--- src/rtl/global_core_control_pkg.sv ---
// ISA definitions shared by the global sequencer: widths, opcodes, decode helpers.
package global_core_control_pkg;

  localparam int program_counter_length = 8;
  localparam int stack_pointer_length   = 4;
  localparam int instruction_length     = 32;

  typedef logic [program_counter_length-1:0] pc_t;
  typedef logic [stack_pointer_length-1:0]   sp_t;
  typedef logic [instruction_length-1:0]     instruction_t;

  // Encoding: opcode in [31:24], immediate in [15:0].
  localparam logic [7:0] OP_NOP  = 8'h00;
  localparam logic [7:0] OP_BRZ  = 8'h01;
  localparam logic [7:0] OP_JMP  = 8'h02;
  localparam logic [7:0] OP_CALL = 8'h03;
  localparam logic [7:0] OP_RET  = 8'h04;
  localparam logic [7:0] OP_HALT = 8'h05;
  localparam logic [7:0] OP_ADD  = 8'h10;

  // Next-PC decision for the instruction currently in EXEC.
  typedef struct packed {
    pc_t  pc;
    sp_t  sp;
    logic push;
    logic fault;
    logic halt;
  } next_t;

  function automatic logic is_cond_branch(instruction_t i);
    return i[31:24] == OP_BRZ;
  endfunction

  function automatic logic is_jump(instruction_t i);
    return i[31:24] == OP_JMP;
  endfunction

  function automatic logic is_call(instruction_t i);
    return i[31:24] == OP_CALL;
  endfunction

  function automatic logic is_return(instruction_t i);
    return i[31:24] == OP_RET;
  endfunction

  function automatic logic is_halt(instruction_t i);
    return i[31:24] == OP_HALT;
  endfunction

  function automatic pc_t imm(instruction_t i);
    return i[program_counter_length-1:0];
  endfunction

endpackage

--- src/rtl/global_core_control_return_stack.sv ---
// Return-address stack: one synchronous write port at sp, async read of the top entry (sp-1).
module global_core_control_return_stack
  import global_core_control_pkg::*;
#(
  parameter int STACK_DEPTH = 8
) (
  input  logic                              clk,
  input  logic                              push,
  input  logic [stack_pointer_length-1:0]   sp,
  input  logic [program_counter_length-1:0] push_data,
  output logic [program_counter_length-1:0] top
);

  localparam int AW = (STACK_DEPTH > 1) ? $clog2(STACK_DEPTH) : 1;

  pc_t          mem [STACK_DEPTH];
  logic [AW-1:0] wr_idx, rd_idx;

  assign wr_idx = AW'(sp);
  assign rd_idx = AW'(sp - sp_t'(1));

  // Contents need no reset; only entries below sp are ever read.
  always_ff @(posedge clk) begin
    if (push && (sp < sp_t'(STACK_DEPTH))) mem[wr_idx] <= push_data;
  end

  assign top = ((sp != '0) && (sp <= sp_t'(STACK_DEPTH))) ? mem[rd_idx] : '0;

endmodule

--- src/rtl/global_core_control.sv ---
// Global sequencer: FETCH/EXEC loop, branch resolution from diverge, call/return stack.
// Optional build macro GLOBAL_CORE_CONTROL_PERF_EN adds saturating perf counters.
module global_core_control
  import global_core_control_pkg::*;
#(
  parameter int N_CELLS     = 16,
  parameter int STACK_DEPTH = 8,
  parameter int START_PC    = 0
) (
  input  logic                              clk,
  input  logic                              rst_n,
  input  logic                              start,
  output logic                              busy,
  output logic                              done,
  output logic                              error,
  output logic                              imem_rd_en,
  output logic [program_counter_length-1:0] imem_addr,
  input  logic [instruction_length-1:0]     imem_data,
  output logic [instruction_length-1:0]     instruction,
  output logic                              global_enable,
  input  logic [N_CELLS-1:0]                diverge,
  output logic [program_counter_length-1:0] next_program_counter,
  output logic [stack_pointer_length-1:0]   next_stack_pointer
`ifdef GLOBAL_CORE_CONTROL_PERF_EN
  ,
  output logic [31:0]                       perf_instr_count,
  output logic [31:0]                       perf_diverge_count
`endif
);

  typedef enum logic [1:0] {IDLE, FETCH, EXEC, DONE} ctrl_state_t;

  ctrl_state_t  state_q, state_d;
  pc_t          pc_q, stack_top;
  sp_t          sp_q;
  instruction_t instr_q;
  next_t        nxt;
  logic         launch;

  // start only counts when idle/done as seen from registered state
  assign launch = start && ((state_q == IDLE) || (state_q == DONE));

  global_core_control_return_stack #(.STACK_DEPTH(STACK_DEPTH)) u_stack (
    .clk       (clk),
    .push      (nxt.push),
    .sp        (sp_q),
    .push_data (pc_q + pc_t'(1)),
    .top       (stack_top)
  );

  // State register
  always_ff @(posedge clk or negedge rst_n) begin
    if (!rst_n) state_q <= IDLE;
    else        state_q <= state_d;
  end

  // Next-state: HALT or a stack fault retires into DONE
  always_comb begin
    state_d = state_q;
    unique case (state_q)
      IDLE, DONE: if (launch) state_d = FETCH;
      FETCH:      state_d = EXEC;
      EXEC:       state_d = (nxt.halt || nxt.fault) ? DONE : FETCH;
      default:    state_d = IDLE;
    endcase
  end

  // Next PC/SP for the instruction on imem_data; diverge matters only for BRZ
  always_comb begin
    nxt      = '0;
    nxt.pc   = pc_q + pc_t'(1);
    nxt.sp   = sp_q;
    if (is_cond_branch(imem_data)) begin
      if (&diverge) nxt.pc = imm(imem_data);
    end else if (is_jump(imem_data)) begin
      nxt.pc = imm(imem_data);
    end else if (is_call(imem_data)) begin
      if (sp_q == sp_t'(STACK_DEPTH)) begin
        nxt.fault = 1'b1;
        nxt.pc    = pc_q;
      end else begin
        nxt.push = (state_q == EXEC);
        nxt.sp   = sp_q + sp_t'(1);
        nxt.pc   = imm(imem_data);
      end
    end else if (is_return(imem_data)) begin
      if (sp_q == '0) begin
        nxt.fault = 1'b1;
        nxt.pc    = pc_q;
      end else begin
        nxt.pc = stack_top;
        nxt.sp = sp_q - sp_t'(1);
      end
    end else if (is_halt(imem_data)) begin
      nxt.pc   = pc_q;
      nxt.halt = 1'b1;
    end
  end

  // PC/SP/error/instruction registers; a fault freezes PC and SP
  always_ff @(posedge clk or negedge rst_n) begin
    if (!rst_n) begin
      pc_q    <= pc_t'(START_PC);
      sp_q    <= '0;
      error   <= 1'b0;
      instr_q <= '0;
    end else if (launch) begin
      pc_q  <= pc_t'(START_PC);
      sp_q  <= '0;
      error <= 1'b0;
    end else if (state_q == EXEC) begin
      instr_q <= imem_data;
      if (nxt.fault) begin
        error <= 1'b1;
      end else begin
        pc_q <= nxt.pc;
        sp_q <= nxt.sp;
      end
    end
  end

  // Outputs from registered state; imem_data is the memory's registered read
  // port, so cells see it directly during EXEC and instr_q holds it afterwards.
  always_comb begin
    busy                 = 1'b0;
    done                 = 1'b0;
    global_enable        = 1'b0;
    imem_rd_en           = 1'b0;
    imem_addr            = '0;
    next_program_counter = '0;
    next_stack_pointer   = '0;
    instruction          = instr_q;
    unique case (state_q)
      FETCH: begin
        busy       = 1'b1;
        imem_rd_en = 1'b1;
        imem_addr  = pc_q;
      end
      EXEC: begin
        busy                 = 1'b1;
        global_enable        = 1'b1;
        instruction          = imem_data;
        next_program_counter = nxt.pc;
        next_stack_pointer   = nxt.sp;
      end
      DONE:    done = 1'b1;
      default: ;
    endcase
  end

`ifdef GLOBAL_CORE_CONTROL_PERF_EN
  logic mixed;
  assign mixed = is_cond_branch(imem_data) && (|diverge) && !(&diverge);

  // Saturating counters of executed instructions and divergent branches
  always_ff @(posedge clk or negedge rst_n) begin
    if (!rst_n) begin
      perf_instr_count   <= '0;
      perf_diverge_count <= '0;
    end else if (launch) begin
      perf_instr_count   <= '0;
      perf_diverge_count <= '0;
    end else if (state_q == EXEC) begin
      if (perf_instr_count != '1) perf_instr_count <= perf_instr_count + 32'd1;
      if (mixed && (perf_diverge_count != '1))
        perf_diverge_count <= perf_diverge_count + 32'd1;
    end
  end
`endif

endmodule

--- config.mk ---
export PLATFORM = sky130hd
export DESIGN_NAME = global_core_control
export DESIGN_NICKNAME = d
export VERILOG_FILES = /design/src/rtl/global_core_control_pkg.sv /design/src/rtl/global_core_control_return_stack.sv /design/src/rtl/global_core_control.sv
export SDC_FILE = /design/constraint.sdc
export NUM_CORES = 1
export LEC_CHECK = 0
export BUFFER_PORTS_ARGS = -buffer_cell sky130_fd_sc_hd__buf_2
export CAP_MARGIN = 20
export CORE_MARGIN = 2
export CORE_UTILIZATION = 50
export DETAILED_ROUTE_END_ITERATION = 6
export PLACE_DENSITY = 0.83
export SLEW_MARGIN = 20
export SYNTH_ARGS = -nofsm -noshare
export SYNTH_HDL_FRONTEND = slang
export SYNTH_SLANG_ARGS = --single-unit
--- constraint.sdc ---
create_clock -name clk -period 3.72 [get_ports clk]
set_input_delay 0.186 -clock clk [delete_from_list [all_inputs] [get_ports clk]]
set_output_delay 0.186 -clock clk [all_outputs]
set_load 0.02 [all_outputs]
* Word level (Yosys, flattened, before mapping) *
Memories as Yosys holds them, arrays and structs flattened.
Index checks and enable logic that the tools add are counted.

storage, ports and cells
  flip-flop bits (word level) = 47
  bits in writable memories = 64
  input port bits = 51
  output and inout port bits = 57
  logic and storage cells = 81
  memories kept = 1

cells by class
  add/subtract/negate cells = 3
  order comparisons = 2
  eq/ne operators = 11
  multiplexer cells = 44
  reduce and logical (&&, ||, !) cells = 15

memories
  memory       words  bits a word  read ports  clocked after memory_dff  wr ports  line                                    source
  u_stack.mem  8      8            1           0                         1         global_core_control_return_stack.sv:16  pc_t mem [STACK_DEPTH];

operator list
  operator               number
  $mux W8                13
  $mux W32               1
  $mux W4                6
  $mux W1                17
  $eq A8 B2 Y1 const B   2
  $eq A8 B3 Y1 const B   2
  $reduce_and A16 Y1     1
  $mux W7                2
  $mux W12               1
  $add A8 B1 Y8 const B  1
  $eq A8 B1 Y1 const B   1
  $pmux W2 S3            1
  $mux W5                1
  $add A4 B1 Y4 const B  1
  $eq A2 B2 Y1 const B   2
  $eq A4 B4 Y1 const B   1
  $le A4 B4 Y1 const B   1
  $logic_not A4 Y1       1
  $lt A4 B4 Y1 const B   1
  $mux W2                2
  $reduce_and A2 Y1      2
  $reduce_bool A2 Y1     2
  $reduce_bool A4 Y1     1
  $reduce_or A2 Y1       2
  7 further kinds        10

* Longest topological paths before layout *
  depth after elaboration = 11
  depth in mapped cells = 11
  depth with buffers taken out = 8

* Modules after synthesis *
From an unflattened synthesis, not the netlist that was laid out.

unflattened totals
  cell total of the unflattened synthesis = 642
  area, all modules = 6744.0 um^2

modules (own cells, without submodules)
  module                            instances  cells an instance  area each (um^2)
  global_core_control               1          470                3669.8
  global_core_control_return_stack  1          172                3074.2

* Worst setup path before layout *
OpenSTA, ideal clock, no wires.

  path kind = reg2reg
  start = reg sp_q[0]
  end = reg pc_q[1]
  setup time = 0.121 ns
  arrival time = 2.668 ns
  data required time = 3.599 ns
  setup slack = 0.931 ns
  cell stages (with the launch flop) = 12
  path buffers = 3
  path through = dfrtp_1 > buf_4 > inv_1 > ha_1 > clkbuf_1 > buf_2 > mux4_2 > nand2_1 > a21oi_1 > o41ai_1 > a21oi_1 > a22o_1

between the ends
  longest elaborated chain between the ends = 11
  elaborated cells on any way between the ends = 25
  classes of those cells = 1 x add/sub; 1 x order compare; 2 x eq/ne; 16 x mux; 4 x reduce/logical; 1 x memory

RTL lines
  what                                                         line                                    source
  start: declaration                                           global_core_control.sv:35               sp_t sp_q;
  start signal: assignment                                     global_core_control.sv:117              sp_q <= nxt.sp;
  $sub A4 B1 Y4, or another cell as far along                  n/a
  $mem_v2 Z8 W8 / $logic_and A1 B1 Y1 (equally long branches)  n/a
  $mux W8                                                      global_core_control_return_stack.sv:27  assign top = ((sp != '0) && (sp <= sp_t'(STACK_DEPTH))) ? mem[rd_idx] : '0;
  $mux W8                                                      global_core_control.sv:87               if (sp_q == '0) begin
  $mux W8                                                      global_core_control.sv:86               end else if (is_return(imem_data)) begin
  $mux W12                                                     global_core_control.sv:77               end else if (is_call(imem_data)) begin
  $mux W8                                                      global_core_control.sv:75               end else if (is_jump(imem_data)) begin
  $mux W8                                                      global_core_control.sv:73               if (is_cond_branch(imem_data)) begin
  $mux W8                                                      global_core_control.sv:113              if (nxt.fault) begin
  $mux W8                                                      global_core_control.sv:111              end else if (state_q == EXEC) begin
  $mux W8                                                      global_core_control.sv:107              end else if (launch) begin
  end signal: assignment                                       global_core_control.sv:103              pc_q <= pc_t'(START_PC);
  end signal: assignment                                       global_core_control.sv:108              pc_q <= pc_t'(START_PC);
  end signal: assignment                                       global_core_control.sv:116              pc_q <= nxt.pc;
  end: declaration                                             global_core_control.sv:34               pc_t pc_q, stack_top;

Parallel ways exist; a longest one is shown, timed or not. The select of a mux whose other input is x is not followed.
A chain may end at the register's enable or synchronous reset.

* Worst setup path after layout *
  start = reg sp_q[1]
  end = out next_program_counter[1]

between the ends
  longest elaborated chain between the ends = 9
  elaborated cells on any way between the ends = 15
  classes of those cells = 1 x add/sub; 1 x order compare; 1 x eq/ne; 8 x mux; 3 x reduce/logical; 1 x memory

RTL lines
  what                                                         line                                    source
  $sub A4 B1 Y4, or another cell as far along                  n/a
  $mem_v2 Z8 W8 / $logic_and A1 B1 Y1 (equally long branches)  n/a
  $mux W8                                                      global_core_control_return_stack.sv:27
  $mux W8                                                      global_core_control.sv:87
  $mux W8                                                      global_core_control.sv:86
  $mux W12 *                                                   global_core_control.sv:77
  $mux W8 *                                                    global_core_control.sv:75
  $mux W8 *                                                    global_core_control.sv:73
  $mux W8 *                                                    global_core_control.sv:133              unique case (state_q)
  end: declaration                                             global_core_control.sv:22               output logic [program_counter_length-1:0] next_program_counter,

Every way passes the cells marked *; elsewhere a longest branch is shown, timed or not.

==> results list <==
- Number of max-capacitance violations reported: 0
* Routability Congestion: 0.990
* Number of antenna violations at the first check in global routing: 0
* DRC Markers: 1
- The number of different library cells used by synthesis comes to 79.
* Net count after synthesis: 642
* Worst Hold Class: in2reg
- Sequential-to-total area share from yosys stat: 49.2%
* Transition time at the pin with the least slew margin: 0.949 ns
- The number of clock buffers added by TritonCTS is 9.
- End point of the most critical hold path: state_q[0]$_DFFE_PN0P_
* Clock-pin slew of the registers on the worst-case setup and hold paths: 0.07 ns
- After synthesis the netlist holds a flip-flop and latch count of 111.
- Counting along the longest clock path gives a buffer depth of 2.
- For this design the ratio of total power to cell area is 593 nW/um^2.
* Classification of the worst setup path: reg2out
- Leaving out fill and tap cells, the most frequent cell in the layout is nor2_1.
- On the worst path, the slowest cell contributes a delay of 0.70 ns.
- Count of instances resized after the clock tree is built: 0
- Clock latency on the worst-skew pair, taken at its later pin, is 0.36 ns.
- Entering global routing, the biggest net connects 48 pins.
- Minimum setup slack among reg-to-reg paths: 0.65 ns
* I/O pin count: 108
* Final min period: 3.48 ns
- Walking the worst path, the cells encountered are inv_1 -> ha_1 -> buf_4 -> mux4_2 -> nand2_1 -> a21oi_1 -> o41ai_1 -> a21oi_1 -> buf_2.
- The worst path uses 93.5% of the clock period.
- Post-detailed-routing wire length: 16.7 mm
- Among all stages on the critical path, the largest delay is contributed by ha_1.
* Warnings, synthesis: 0
* Nets@finish: 731
- Number of diodes: 0
- Total count of max-transition violations in the final report: 0
* Post-synth EDFFs: 64
- Dividing the detail-routed via count by the number of cells gives 5.98.
- VDD sags by at most 0.336 mV.
* Run status: finished, violations left
- Of all nets on the critical path, the largest fanout is 14.
- Worst Hold Path Cells: 3
* Filler cell count: 1034
- Fmax: 287 MHz
- After global routing the overflow that remains totals 0.
* Die Y-Extent: 116 microns
- Min-Delay Startpoint: start
* Post-route setup TNS: 0 ns
- Via count of the first global-routing pass: 4728
- After legalization and detailed placement, the total HPWL measured 11.9 mm.
- Number of vias after detailed routing: 5080
- DIE AREA: 13500 sq um
* Chip width: 116 microns
- For this run, asynchronously set or reset flops after synthesis account for 42.3%.
* Wire length of the first global-routing pass: 25.6 mm
* CTS tree: done
- After technology mapping, the gate count stands at 584.
- The worst setup path is launched from a register.
- The detail route stage leaves a number of antenna-violating nets equal to 0.
* Share of cells above drive strength 1: 30.3%
- The cell sitting at the root of the clock tree is a clkbuf_16.
- After routing the design area is 7250 sq um.
- Leak pwr: 2.82 nW
- The endpoint identified for the worst register-to-register timing path is pc_q[1]$_DFFE_PN0P_.
- Among all flip-flop cells after synthesis, the most frequent one is edfxtp_1.
- Clock net sink count: 111
* I/O Buffers: 107
- Level count of the clock H-tree: 3
- Postcts setup bufs: 0
- FF-to-FF Start: sp_q[1]$_DFFE_PN0P_
* Synth Area per Inst: 10.8 sq um
* Initial standard-cell utilization of the core: 50.5%
- Worst setup EP type: output pin
- Num rows: 41
- Max Clock Skew: 0.00749 ns
* Final setup violating endpoints: 0
- Measured on the finished design, the core utilization comes to 58.1%.
* DR WL/cell: 19.7 microns
* Required time of the critical path: 3.53 ns
- After layout, the worst setup slack is 0.240 ns.
* Number of hold buffers added after CTS: 0
- Headroom to the max-slew limit came out at 36.5%.
- Pre-antenna DRT Iters: 7
- For this run, the total global-route usage over all layers was measured as 25.0%.
* Worst Reg-to-Reg Cells: 9
* Number of failing hold endpoints at the final stage: 0
- Critical path arrival: 3.29 ns
- The detailed router finished its first iteration with 618 violations.
- Summed instance area of the synthesized netlist: 6300 sq um
- Unrepaired setup endpoints after global routing: no
* Most used cells in the layout excluding fill and tap cells: 121 x nor2_1, 106 x buf_2, 64 x edfxtp_1
- The checks that failed: design-rule violations.
- In this run the cell area measured after placement is 6950 sq um.
- Among the stages of the critical path, the cell type that occurs most often is a21oi_1.
- Minimum setup slack after placement: 0.695 ns
- The area growth from synthesis to layout is 15.0%.
- Core ar.: 12500 sq um
-- cell usage after synthesis (8+ instances only) --
| library cell | count | share of area (%) |
|---|---|---|
| clkbuf_1 | 19 | 1.1 |
| edfxtp_1 | 64 | 31 |
| inv_1 | 11 | 0.66 |
| nand3_1 | 19 | 1.5 |
| buf_2 | 9 | 0.71 |
| mux2_2 | 40 | 7.1 |
| and2_1 | 11 | 1.1 |
| nand2b_1 | 10 | 0.99 |
| a22o_1 | 9 | 1.3 |
| a21oi_1 | 19 | 1.5 |
| nor3_1 | 9 | 0.71 |
| buf_1 | 8 | 0.48 |
| nand2_1 | 21 | 1.3 |
| o21ai_0 | 15 | 1.2 |
| mux2i_1 | 12 | 1.9 |
| mux4_2 | 13 | 4.6 |
| nor2_1 | 121 | 7.2 |
| dfrtp_1 | 47 | 19 |
-- flip-flops by register name, summed over array words and instances, names as in the netlist --
register / flops
state_q: 2
u_stack.mem: 64
sp_q: 4
pc_q: 8
instr_q: 32
error: 1
-- cell type report --
type,count,area (sq um),area share [%]
clock inverters,6,60.1,0.829
repair buffers,119,631,8.70
flip-flops and latches,111,3100,42.7
well taps,172,215,2.97
clock buffers,9,225,3.11
multi-input cells,421,2980,41.1
inverters,11,41.3,0.570
-- logic make-up (layout without fill, tap and decap cells) --
family                     Yosys count  count (layout)  share of synthesized area, %
buffers and inverters               52             145                          3.65
DFF                                111             111                          49.2
adders and majority gates            7               7                          1.39
xor gates and xnor gates             8               8                          1.11
AOI/OAI and AO/OA                   97              97                          11.1
and+or+nand+nor                    244             244                          19.9
muxes                               65              65                          13.7
-- routing by layer --
metal / part of all wire (%) / GRT usage [%] / wire length, microns / vias up
li1: - / - / - / 2313
met1: 43 / 35.6 / 7140 / 2458
met2: 46 / 37.1 / 7640 / 269
met3: 8.8 / 5.50 / 1470 / 40
met4: 2.7 / 10.6 / 452 / 0
met5: 0 / 0 / 0 / -
-- power by group --
| part | switching, mW | internal (mW) |
|---|---|---|
| logic | 1.06 | 0.619 |
| registers | 0.133 | 1.53 |
| clock network | 0.440 | 0.516 |
| total | 1.63 | 2.66 |
-- stage by stage --
| stage | std cells | total power [mW] | hold WS (ns) |
|---|---|---|---|
| after CTS | 848 | 4.30 | 0.0585 |
| final | 849 | 4.30 | 0.161 |
| after floorplan | 584 | 2.85 | -0.110 |
| after global routing | 849 | 4.54 | 0.181 |
| after detailed placement | 833 | 3.36 | 0.438 |
| after global placement | 833 | 3.28 | 0.419 |
-- critical path, delay by kind of cell, from the launching register on --
| family | cells | cell delay (ns) |
|---|---|---|
| flip-flops | 1 | 0.52 |
| AO/OA/AOI/OAI | 3 | 0.69 |
| multiplexers | 1 | 0.31 |
| adder cells (fa/ha/maj) | 1 | 0.70 |
| buffers and inverters | 3 | 0.62 |
| AND/OR/NAND/NOR | 1 | 0.09 |
-- how the worst max path moves through the flow --
stage / start / to / cells past startpoint
after detailed placement: sp_q[1]$_DFFE_PN0P_ / next_program_counter[1] / 9
final: sp_q[1]$_DFFE_PN0P_ / next_program_counter[1] / 9
after global placement: sp_q[1]$_DFFE_PN0P_ / next_program_counter[0] / 8
after global routing: sp_q[1]$_DFFE_PN0P_ / next_program_counter[1] / 9
after floorplan: sp_q[0]$_DFFE_PN0P_ / pc_q[1]$_DFFE_PN0P_ / 11
after CTS: sp_q[1]$_DFFE_PN0P_ / next_program_counter[1] / 9
Power figures use the tool's default switching activity.
